`src/rtl/tree_compare_pkg.sv`:
```
// rtl/tree_compare_pkg.sv - shared types and lane packing helper for the compare tree and broadcast distributor
//
// Purpose: the one place that fixes the transaction state encoding and the
// bit layout of packed per-channel buses (channel i at [i*W +: W]). The
// broadcast distributor and the min-reduction compare tree both use it, so
// they always agree on which bits belong to which channel.
// Ports: none (package).

package tree_compare_pkg;

  localparam int unsigned DEFAULT_DATA_WIDTH    = 8;
  localparam int unsigned DEFAULT_CHANNEL_COUNT = 5;

  typedef enum logic [1:0] {
    ST_IDLE = 2'd0,
    ST_SEND = 2'd1,
    ST_DONE = 2'd2
  } tb_state_t;

  // LSB position of a lane inside a packed DATA_WIDTH*CHANNEL_COUNT bus.
  function automatic int unsigned lane_lsb(input int unsigned lane, input int unsigned width);
    return lane * width;
  endfunction

endpackage

```
`src/rtl/broadcast_lane.sv`:
```
// rtl/broadcast_lane.sv - one output channel of the tree broadcast distributor
//
// Purpose: holds the value and pending bit for a single neighbour channel and
// retires the pending bit on its valid/ready handshake. With
// TREE_BROADCAST_SKIP_UNCHANGED_EN defined it also remembers the last value
// delivered, so a repeat of that value is not sent again.
// Ports:
//   clk, reset    rising-edge clock, synchronous active-high reset
//   load          transaction accepted this cycle (latch value, arm pending)
//   mask_bit      channel is connected (only looked at on load)
//   in_value      value offered by upstream
//   out_ready     channel ready
//   out_value     latched value for this channel
//   out_valid     channel valid (pending and not yet handshaken)
//   pending_next  pending bit after this cycle's update, for the top's zero check

module broadcast_lane
  import tree_compare_pkg::*;
#(
  parameter int DATA_WIDTH = DEFAULT_DATA_WIDTH
) (
  input  logic                  clk,
  input  logic                  reset,
  input  logic                  load,
  input  logic                  mask_bit,
  input  logic [DATA_WIDTH-1:0] in_value,
  input  logic                  out_ready,
  output logic [DATA_WIDTH-1:0] out_value,
  output logic                  out_valid,
  output logic                  pending_next
);

  logic                  pending_q;
  logic                  pending_d;
  logic [DATA_WIDTH-1:0] value_q;
  logic                  handshake;
  logic                  unchanged;

  // pending is only ever set on load, so a lane that has handshaken stays
  // quiet for the rest of the transaction. Readys on idle lanes do nothing.
  assign handshake = pending_q & out_ready;

`ifdef TREE_BROADCAST_SKIP_UNCHANGED_EN
  logic [DATA_WIDTH-1:0] last_sent_q;
  logic                  sent_ok_q;

  // sent_ok guards against matching the reset value of last_sent before the
  // lane has ever delivered anything.
  assign unchanged = sent_ok_q && (last_sent_q == in_value);

  always_ff @(posedge clk) begin
    if (reset) begin
      last_sent_q <= '0;
      sent_ok_q   <= 1'b0;
    end else if (handshake) begin
      last_sent_q <= value_q;
      sent_ok_q   <= 1'b1;
    end
  end
`else
  assign unchanged = 1'b0;
`endif

  always_comb begin
    pending_d = pending_q;
    if (load) begin
      pending_d = mask_bit & ~unchanged;
    end else if (handshake) begin
      pending_d = 1'b0;
    end
  end

  always_ff @(posedge clk) begin
    if (reset) begin
      pending_q <= 1'b0;
      value_q   <= '0;
    end else begin
      pending_q <= pending_d;
      if (load) begin
        value_q <= in_value;
      end
    end
  end

  assign out_value    = value_q;
  assign out_valid    = pending_q;
  assign pending_next = pending_d;

endmodule

```
`src/rtl/tree_broadcast_distributor.sv`:
```
// rtl/tree_broadcast_distributor.sv - fan one resolved value out to up to CHANNEL_COUNT neighbour channels
//
// Purpose: accepts one value per transaction, presents it on every connected
// channel with an independent valid/ready handshake, and pulses done once all
// targeted channels have taken it. Sits between the local solver result and
// the per-channel link drivers.
// Optional feature: TREE_BROADCAST_SKIP_UNCHANGED_EN skips channels whose last
// delivered value equals the new one.
// Ports:
//   clk, reset    rising-edge clock, synchronous active-high reset
//   in_value      value to distribute
//   in_valid      upstream offers in_value
//   in_ready      idle and out of reset, can accept
//   channel_mask  connected channels, sampled on accept
//   out_values    channel i at [i*DATA_WIDTH +: DATA_WIDTH]
//   out_valids    per-channel valid
//   out_readys    per-channel ready
//   busy          transaction in flight
//   done          one-cycle pulse when every targeted channel has handshaken

module tree_broadcast_distributor
  import tree_compare_pkg::*;
#(
  parameter int DATA_WIDTH    = DEFAULT_DATA_WIDTH,
  parameter int CHANNEL_COUNT = DEFAULT_CHANNEL_COUNT
) (
  input  logic                             clk,
  input  logic                             reset,
  input  logic [DATA_WIDTH-1:0]            in_value,
  input  logic                             in_valid,
  output logic                             in_ready,
  input  logic [CHANNEL_COUNT-1:0]         channel_mask,
  output logic [DATA_WIDTH*CHANNEL_COUNT-1:0] out_values,
  output logic [CHANNEL_COUNT-1:0]         out_valids,
  input  logic [CHANNEL_COUNT-1:0]         out_readys,
  output logic                             busy,
  output logic                             done
);

  tb_state_t                state_q;
  logic                     done_q;
  logic                     busy_q;
  logic                     accept;
  logic [CHANNEL_COUNT-1:0] pending_next;
  logic                     all_clear;

  assign in_ready  = (state_q == ST_IDLE) && !reset;
  assign accept    = in_valid && in_ready;
  // Covers both the accept cycle (empty or fully skipped mask) and SEND
  // (every remaining lane handshaking this cycle).
  assign all_clear = ~|pending_next;

  for (genvar i = 0; i < CHANNEL_COUNT; i++) begin : g_lane
    broadcast_lane #(
      .DATA_WIDTH(DATA_WIDTH)
    ) u_lane (
      .clk         (clk),
      .reset       (reset),
      .load        (accept),
      .mask_bit    (channel_mask[i]),
      .in_value    (in_value),
      .out_ready   (out_readys[i]),
      .out_value   (out_values[lane_lsb(i, DATA_WIDTH) +: DATA_WIDTH]),
      .out_valid   (out_valids[i]),
      .pending_next(pending_next[i])
    );
  end

  always_ff @(posedge clk) begin
    if (reset) begin
      state_q <= ST_IDLE;
      done_q  <= 1'b0;
      busy_q  <= 1'b0;
    end else begin
      done_q <= 1'b0;
      case (state_q)
        ST_IDLE: begin
          if (accept) begin
            busy_q <= 1'b1;
            if (all_clear) begin
              state_q <= ST_DONE;
              done_q  <= 1'b1;
            end else begin
              state_q <= ST_SEND;
            end
          end
        end
        ST_SEND: begin
          if (all_clear) begin
            state_q <= ST_DONE;
            done_q  <= 1'b1;
          end
        end
        ST_DONE: begin
          state_q <= ST_IDLE;
          busy_q  <= 1'b0;
        end
        default: begin
          state_q <= ST_IDLE;
          busy_q  <= 1'b0;
        end
      endcase
    end
  end

  assign done = done_q;
  assign busy = busy_q;

endmodule

```
`config.mk`:
```
export PLATFORM = sky130hd
export DESIGN_NAME = tree_broadcast_distributor
export DESIGN_NICKNAME = d
export VERILOG_FILES = /design/src/rtl/tree_compare_pkg.sv /design/src/rtl/broadcast_lane.sv /design/src/rtl/tree_broadcast_distributor.sv
export SDC_FILE = /design/constraint.sdc
export NUM_CORES = 1
export LEC_CHECK = 0
export BUFFER_PORTS_ARGS = -buffer_cell sky130_fd_sc_hd__buf_2
export CORE_ASPECT_RATIO = 0.8
export CORE_UTILIZATION = 35
export DETAILED_ROUTE_END_ITERATION = 8
export GPL_ROUTABILITY_DRIVEN = 0
export PLACE_DENSITY = 0.71
export SYNTH_ARGS = -nofsm -noshare
export SYNTH_HDL_FRONTEND = slang
export SYNTH_SLANG_ARGS = --single-unit
export TNS_END_PERCENT = 50
```
`constraint.sdc`:
```
create_clock -name clk -period 2.9 [get_ports clk]
set_clock_uncertainty 0.2 [all_clocks]
set_input_delay 0.58 -clock clk [delete_from_list [all_inputs] [get_ports clk]]
set_output_delay 0.58 -clock clk [all_outputs]
set_load 0.005 [all_outputs]
```
==> impl_metrics.toml, run 1 <==
[layout]
drive_gt1_share_pct = 52.7
diodes = 0
fillers = 271
areaGrowthSynthToFinish_pct = 11.7
finalNonFillerCells = 182
utilization_pct = 42.2
fin_area_um2 = 1060
final_nets = 168

[critical_path]
cp_num_buf_inv = 2
critPathArrivalTime_ns = 1.10
cp_slowest_cell = "buf_2"
crit_path_frequent_cell = "buf_2"
cp_top_family = "buffers and inverters"
required_ns = 2.12
startpoint_type = "primary input"
path_max_fanout = 16
crit_chain = "buf_2 -> nor3_1 -> buf_2"
end_kind = "output port"
crit_type = "primary input to output port"
max_stage_delay_ns = 0.20

[placed_design]
place_area_um2 = 1040
dp_slack_ns = 0.860
hpwl_mm = 1.61
dp_cells = 178
port_buffers = 68

[sta]
hold_violations = 0
report.final.setup_viol = 0
rsz0062_at_grt = "no"
tns_ns = 0
maxSlewViolCount = 0
timing.slew.headroom_pct = 58.3
fmax_mhz = 532
fin_crit_sh_pct = 64.8
worst_pin_slew_ns = 0.619
setup_slack_ns = 1.02
post-route-min-period_ns = 1.88
holdWs_ns = 0.276

[clock_network]
cts_hold_buf = 0
clk_latency_ns = 0.28
cts_buffer_depth = 2
htree_levels = 1
ctsResizeCount = 0
cts_tree = "built"
path_clk_slew_ns = 0.10
cts_buffers = 3
post_cts_buffers = 0
cts_root_buffer = "clkbuf_4"
cts_num_sinks = 17

[yosys]
synth_area_leaders = "dfxtp_1, buf_4, nand2_1"
syn-cell-area_um2 = 953
syn-num-nets = 135
ys_ff_latch = 17
synth_top_area_share_pct = 35.7
syn_inst = 114
ys_types = 20
ys_seq_area_share_pct = 35.7
synth_area_leader_cell = "dfxtp_1"
synth_area_per_cell_um2 = 8.36
ys_warn_count = 0

[global_route]
grtUsageTotal_pct = 13.2
grt_max_degree = 18
overflow = 0
grt_pass1_vias = 706
antenna_found_initial = 0
grt_pass1_wl_mm = 3.06

[drt]
wirelength_mm = 2.02
vias = 823
route.detailed.drc = 0
drt-wirelength-per-cell_um = 11.1
drtIter0Drc = 23
vias_per_cell = 4.52
route.antenna.remaining_nets = 0
first_pass_iters = 4

[die]
row_count = 16
initial_core_util_pct = 37.8
die_area_um2 = 2940
die_y_um = 48.7
core_area_um2 = 2520
die_x_um = 60.4
ios = 69

[flow_run]
maxCapViolations = 0

[power]
pwr_density_cell_nw_per_um2 = 443
p_leak_nw = 0.581
power_uw = 472
ir_drop_uv = 241

[outcome]
outcome = "finished, final reports clean"

[worst_hold_path]
hold_path_class = "flop to flop"
-- registers in the layout, summed over array words and instances (netlist names) --
name                     flops
g_lane.u_lane.out_valid      5
busy                         1
state_q                      2
done                         1
g_lane.u_lane.out_value      8
-- final timing paths --
path | from | end | slack [ns] | cells past startpoint
worst max-delay path | reset | in_ready | 1.02 | 3
worst min-delay path | busy | busy | 0.28 | 2
worst max register to register | state_q[0] | g_lane[0].u_lane.out_valid | 1.33 | 4
worst min register to register | busy | busy | 0.28 | 2
-- Yosys cell counts --
master    instances
a21oi_1          10
a21oi_2           1
a32o_1            2
buf_2             1
buf_4            37
buf_6             2
clkbuf_1          1
dfxtp_1          17
inv_1             2
mux2i_1           2
nand2_1          23
nand3b_1          1
nor2_1            4
nor2b_1           3
nor3_1            1
nor4_1            1
nor4b_4           1
o22ai_1           2
or3_2             2
or4_1             1
-- area by class of cell --
type                            instances  area [um^2]  area share (%)
Clock inverter                          1         5.00           0.470
Timing Repair Buffer                   69          348            32.7
Multi-Input combinational cell         54          297            27.8
Sequential cell                        17          340            32.0
Inverter                                2         7.51           0.705
Tap cell                               36         45.0            4.23
Clock buffer                            3         22.5            2.12
-- where the power goes --
part / switching (mW) / total, mW / internal (mW)
Combinational: 0.0428 / 0.0879 / 0.0451
Clock: 0.0742 / 0.125 / 0.0512
Sequential: 0.0123 / 0.258 / 0.246
Total: 0.129 / 0.472 / 0.342
-- logic make-up after synthesis --
kind of cell    Yosys count  synth area share, %
compound gates           15                 9.58
buf+inv                  43                 33.2
flops                    17                 35.7
mux                       2                 2.10
simple gates             37                 19.4
-- layer usage --
| metal | vias up | wire, um | track usage (%) |
|---|---|---|---|
| met5 | - | 0 | 0 |
| met4 | 0 | 13 | 3.10 |
| met3 | 2 | 191 | 3.48 |
| met2 | 52 | 925 | 21.8 |
| met1 | 372 | 892 | 16.8 |
| li1 | 397 | - | - |
-- placed cells by master, fill, tap and decap left out --
master	count
a32o_1	2
nor3_1	1
a21oi_1	10
clkinv_2	1
nor2_1	4
nor4b_4	1
nor2b_1	3
a21oi_2	1
dfxtp_1	17
nand3b_1	1
inv_1	2
buf_4	1
buf_2	68
o22ai_1	2
or3_2	2
or4_1	1
nor4_1	1
clkbuf_4	3
mux2i_1	2
nand2_1	23
-- worst register-to-register path: stages (launching register included) --
cell and delay [ns]:
dfxtp_1 0.47, nor4b_4 0.08, buf_4 0.20, or3_2 0.43, a21oi_2 0.13
Note: power is estimated with default switching activity, not from simulation.
==> run 2, diff against run 1 <==
Settings changed: ABC_AREA from default to 1, PLACE_DENSITY 0.71 to 0.7.
Clock period 2.9 ns to 1.8 ns, I/O delays scaled along.
==> impl_metrics.toml, run 2 <==
[critical_path]
crit_type = "flop to output port"
startpoint_type = "flop"
critPathArrivalTime_ns = 1.01
cp_slowest_cell = "dfxtp_1"
required_ns = 1.24
max_stage_delay_ns = 0.36
cp_num_buf_inv = 1
crit_chain = "nor3_2 -> buf_2"
cp_top_family = "flip-flops"
path_max_fanout = 2
end_kind = "output port"
cp-startpoint = "state_q[1]"
rr_startpoint = "state_q[1]"

[drt]
vias = 848
drtIter0Drc = 12
first_pass_iters = 4
drt-wirelength-per-cell_um = 9.89
route.detailed.drc = 0
route.antenna.remaining_nets = 0
vias_per_cell = 4.26
wirelength_mm = 1.97

[clock_network]
cts_num_sinks = 17
cts_tree = "built"
cts_buffer_depth = 2
clk_latency_ns = 0.29
cts_hold_buf = 0
ctsResizeCount = 0
path_clk_slew_ns = 0.10
htree_levels = 1
cts_buffers = 3
post_cts_buffers = 0
cts_root_buffer = "clkbuf_4"

[sta]
timing.slew.headroom_pct = 74.9
worst_pin_slew_ns = 0.373
maxSlewViolCount = 0
hold_violations = 0
holdWs_ns = 0.121
rsz0062_at_grt = "no"
setup_slack_ns = 0.235
post-route-min-period_ns = 1.57
fmax_mhz = 639
tns_ns = 0
fin_crit_sh_pct = 86.9
report.final.setup_viol = 0

[power]
p_clk_share_pct = 24.6
combPwrFrac_pct = 23.9
p_leak_nw = 0.652
switchingPower_uw = 249
power_uw = 826
ir_drop_uv = 254
internal-power_uw = 578
pwr_density_cell_nw_per_um2 = 744
seq_power_share_pct = 51.5
p_sw_share_pct = 30.1

[yosys]
synth_edf_count = 0
synth.most_common_cell = "buf_4"
syn_inst = 129
synth_top_area_share_pct = 34.6
ys_warn_count = 0
ys_seq_area_share_pct = 34.6
synthArstFlopShare_pct = 0
synth_area_per_cell_um2 = 7.61
synth_area_leaders = "dfxtp_1, buf_4, nand2_1"
syn-cell-area_um2 = 982
yosys-top-cells-count = "buf_4, nand2_1, dfxtp_1, nor2_1"
ys_ff_latch = 17
synth_area_leader_cell = "dfxtp_1"
syn-num-nets = 150
ys_types = 18
synth_ff_type = "dfxtp_1"

[global_route]
grt_max_degree = 16
grtUsageTotal_pct = 13.6
grt_pass1_vias = 708
antenna_found_initial = 0
grt_pass1_wl_mm = 3.08
overflow = 0

[placed_design]
port_buffers = 68
place_area_um2 = 1080
dp_cells = 195
hpwl_mm = 1.60
dp_slack_ns = 0.103

[layout]
layout_common_cells = "buf_2, nand2_1, dfxtp_1"
final_nets = 185
diodes = 0
drive_gt1_share_pct = 48.5
finalNonFillerCells = 199
final_common_cell = "buf_2"
largest_register_ffs = 8
areaGrowthSynthToFinish_pct = 13.1
utilization_pct = 43.7
fin_area_um2 = 1110

[flow_run]
maxCapViolations = 0

[die]
die_y_um = 49.4
initial_core_util_pct = 38.6
ios = 69
row_count = 16
core_area_um2 = 2540
die_x_um = 61.2
die_area_um2 = 3020

[worst_hold_path]
hold_path_class = "primary input to flop"
worstHoldStart = "in_value[5]"

[outcome]
outcome = "finished, final reports clean"
-- run 2: area by class of cell --
| cell class | instances | area [um^2] |
|---|---|---|
| Fill cell | 274 | 1430 |
| Timing Repair Buffer | 70 | 355 |
| Sequential cell | 17 | 340 |
| Multi-Input combinational cell | 61 | 302 |
| Tap cell | 36 | 45.0 |
| Inverter | 11 | 41.3 |
| Clock buffer | 3 | 22.5 |
| Clock inverter | 1 | 5.00 |
-- run 2: cell families after synthesis --
group | count (synthesis) | share of synthesized area, %
simple gates | 52 | 26.1
buf+inv | 51 | 34.7
flops | 17 | 34.7
compound gates | 9 | 4.59
-- run 2: per-layer routing --
metal | global-route usage, % | vias up | share of wire (%) | wire, um
li1 | - | 439 | - | -
met1 | 17.9 | 368 | 44 | 873
met5 | 0 | - | 0 | 0
met2 | 21.0 | 37 | 48 | 942
met4 | 5.68 | 0 | 1.6 | 32
met3 | 2.92 | 4 | 6.1 | 120
-- run 2: power groups by stage --
stage	Combinational, mW	Sequential (mW)	Clock (mW)
3_3_place_gp	0.194	0.433	0
6_report	0.197	0.425	0.204
2_1_floorplan	0.155	0.435	0
5_1_grt	0.224	0.430	0.224
3_5_place_dp	0.199	0.434	0
4_1_cts	0.200	0.426	0.212
-- run 2: path summary, 6_finish.rpt --
check / cells past startpoint / endpoint / slack, ns
setup / recovery: 2 / in_ready / 0.23
hold / removal: 3 / g_lane[3].u_lane.out_value[5] / 0.12
setup reg to reg: 8 / state_q[0] / 0.28
hold reg to reg: 2 / busy / 0.27
-- run 2: worst min-delay path: stages --
cell	delay (ns)
buf_2	0.09
nand3_1	0.07
a21oi_1	0.05
==> run 3, diff against run 2 <==
Settings changed: CORE_ASPECT_RATIO 0.8 to 0.5, CTS_CLUSTER_SIZE from default to 8, PLACE_DENSITY 0.7 to 0.59, SYNTH_HIERARCHICAL from default to 1.
==> impl_metrics.toml, run 3 <==
[clock_network]
cts_buffers = 5
cts_tree = "built"
cts_buffer_depth = 2
path_clk_slew_ns = 0.08
cts_root_buffer = "clkbuf_8"
clk_latency_ns = 0.29
cts_hold_buf = 0
cts_num_sinks = 49
htree_levels = 2

[yosys]
synth_ff_type = "dfxtp_1"
muxShareOfSynthArea_pct = 0
synth_top_family_by_area = "simple AND/OR/NAND/NOR gates"
synth_area_per_cell_um2 = 8.05
ys_warn_count = 6
ys_seq_area_share_pct = 49.9
synth_top_area_share_pct = 49.9
synth_edf_count = 0
syn-num-nets = 265
syn-cell-area_um2 = 1960
synth.most_common_cell = "nand2_1"
synth_area_leader_cell = "dfxtp_1"
ys_types = 13
synthXorXnorAreaFrac_pct = 0
syn_inst = 244
synth_compound_area_share_pct = 14.3
synthArstFlopShare_pct = 0
synth-simple-area-share_pct = 25.0
ys_ff_latch = 49
synth_adder_area_share_pct = 0
synth_area_leaders = "dfxtp_1, nand2_1, a21oi_2"
yosys-top-cells-count = "nand2_1, dfxtp_1, a21oi_1, a21oi_2, inv_1"

[critical_path]
crit_type = "flop to flop"
required_ns = 1.80
startpoint_type = "flop"
end_kind = "flop"
path_max_fanout = 6
critPathArrivalTime_ns = 1.71

[sta]
rsz0062_at_grt = "no"
worst_pin_slew_ns = 0.625
holdWs_ns = 0.134
report.final.setup_viol = 0
fin_crit_sh_pct = 95.2
hold_violations = 0
setup_slack_ns = 0.0862
maxSlewViolCount = 0
fmax_mhz = 584
timing.slew.headroom_pct = 58.3
post-route-min-period_ns = 1.71

[power]
power_mw = 2.26
pwr_density_cell_nw_per_um2 = 872
p_leak_nw = 1.24
ir_drop_uv = 312

[placed_design]
dp_slack_ns = -0.0858
place_area_um2 = 2450
hpwl_mm = 3.65
port_buffers = 68

[global_route]
antenna_found_initial = 0
grt_max_degree = 47
grt_pass1_wl_mm = 7.66
grt_pass1_vias = 1666
grtUsageTotal_pct = 17.6
overflow = 0

[layout]
areaGrowthSynthToFinish_pct = 31.8
layout_common_cells = "nand2_1, buf_2, dfxtp_1"
largest_register_ffs = 40
utilization_pct = 50.2
fillers = 506
drive_gt1_share_pct = 41.9
final_nets = 352
fin_area_um2 = 2590
multi_input_area_um2 = 773
regArea_um2 = 981
final_common_cell = "nand2_1"
diodes = 0

[die]
die_area_um2 = 5930
die_x_um = 108
die_y_um = 55.0
initial_core_util_pct = 38.1
ios = 69
row_count = 18
core_area_um2 = 5160

[flow_run]
maxCapViolations = 0

[worst_hold_path]
hold_path_class = "primary input to flop"

[drt]
first_pass_iters = 4
drtIter0Drc = 58
vias_per_cell = 4.42
vias = 1775
route.antenna.remaining_nets = 0
route.detailed.drc = 0
wirelength_mm = 5.02
drt-wirelength-per-cell_um = 12.5

[outcome]
outcome = "finished, final reports clean"
## run 3: cell count changes after synthesis, moves of 6 or more
cell,change
nand2_1,+72
buf_4,-37
dfxtp_1,+32
a21oi_2,+20
a21oi_1,+12
inv_1,+12
nand2_2,+10
nand3_1,-7
nor2_2,+6
## run 3: path summary, 6_finish.rpt
path	startpoint	to	slack, ns	cells after the start
worst max-delay path	state_q[1]	state_q[0]	0.09	13
worst min-delay path	in_valid	busy	0.13	3
worst max register to register	state_q[1]	state_q[0]	0.09	13
worst min register to register	busy	busy	0.25	2
## run 3: what timing repair did
action,in CTS,in global routing
setup buffers,0,4
hold endpoints to repair,0,0
resized for setup,0,1
setup endpoints to repair,0,2
## run 3: metrics by stage
| step | TNS (ns) | cells |
|---|---|---|
| 2_1_floorplan | 0 | 244 |
| 3_3_place_gp | -0.0461 | 389 |
| 3_5_place_dp | -0.156 | 389 |
| 4_1_cts | 0 | 397 |
| 5_1_grt | 0 | 402 |
| 6_report | 0 | 402 |
## run 3: cells by family after synthesis
| group | count (synthesis) |
|---|---|
| DFF | 49 |
| buffers and inverters | 35 |
| and+or+nand+nor | 119 |
| AOI/OAI and AO/OA | 41 |
## run 3: routing by layer
layer  share of wire, %  routed length [um]  vias up  GRT usage, %
li1                   -                   -      923             -
met2                 46                2330       38          29.9
met3                5.5                 277        4          4.33
met1                 47                2370      810          22.2
met4               0.96                  48        0          7.31
met5                  0                   0        -             0
## run 3: cell type report
class | instances | area share [%]
Inverter | 25 | 5.07
Sequential cell | 49 | 37.9
Multi-Input combinational cell | 160 | 29.9
Timing Repair Buffer | 90 | 20.7
Tap cell | 70 | 3.38
Clock buffer | 8 | 3.09
## run 3: worst max-delay path, cell delays in order, from the launching register on
cell and delay [ns]:
dfxtp_1 0.32, inv_1 0.06, nand2_2 0.05, nor2_2 0.08, nand2_1 0.08, inv_2 0.12, buf_12 0.15, nand2_1 0.07
nand2_2 0.08, inv_1 0.05, nor2_2 0.12, nand3_1 0.12, nand2_1 0.07, inv_1 0.03
## run 3: power by group
group | switching [mW] | leakage [nW] | internal [mW]
clock | 0.335 | 0.0395 | 0.277
sequential | 0.0350 | 0.400 | 1.16
combinational | 0.250 | 0.805 | 0.206
total | 0.620 | 1.25 | 1.64
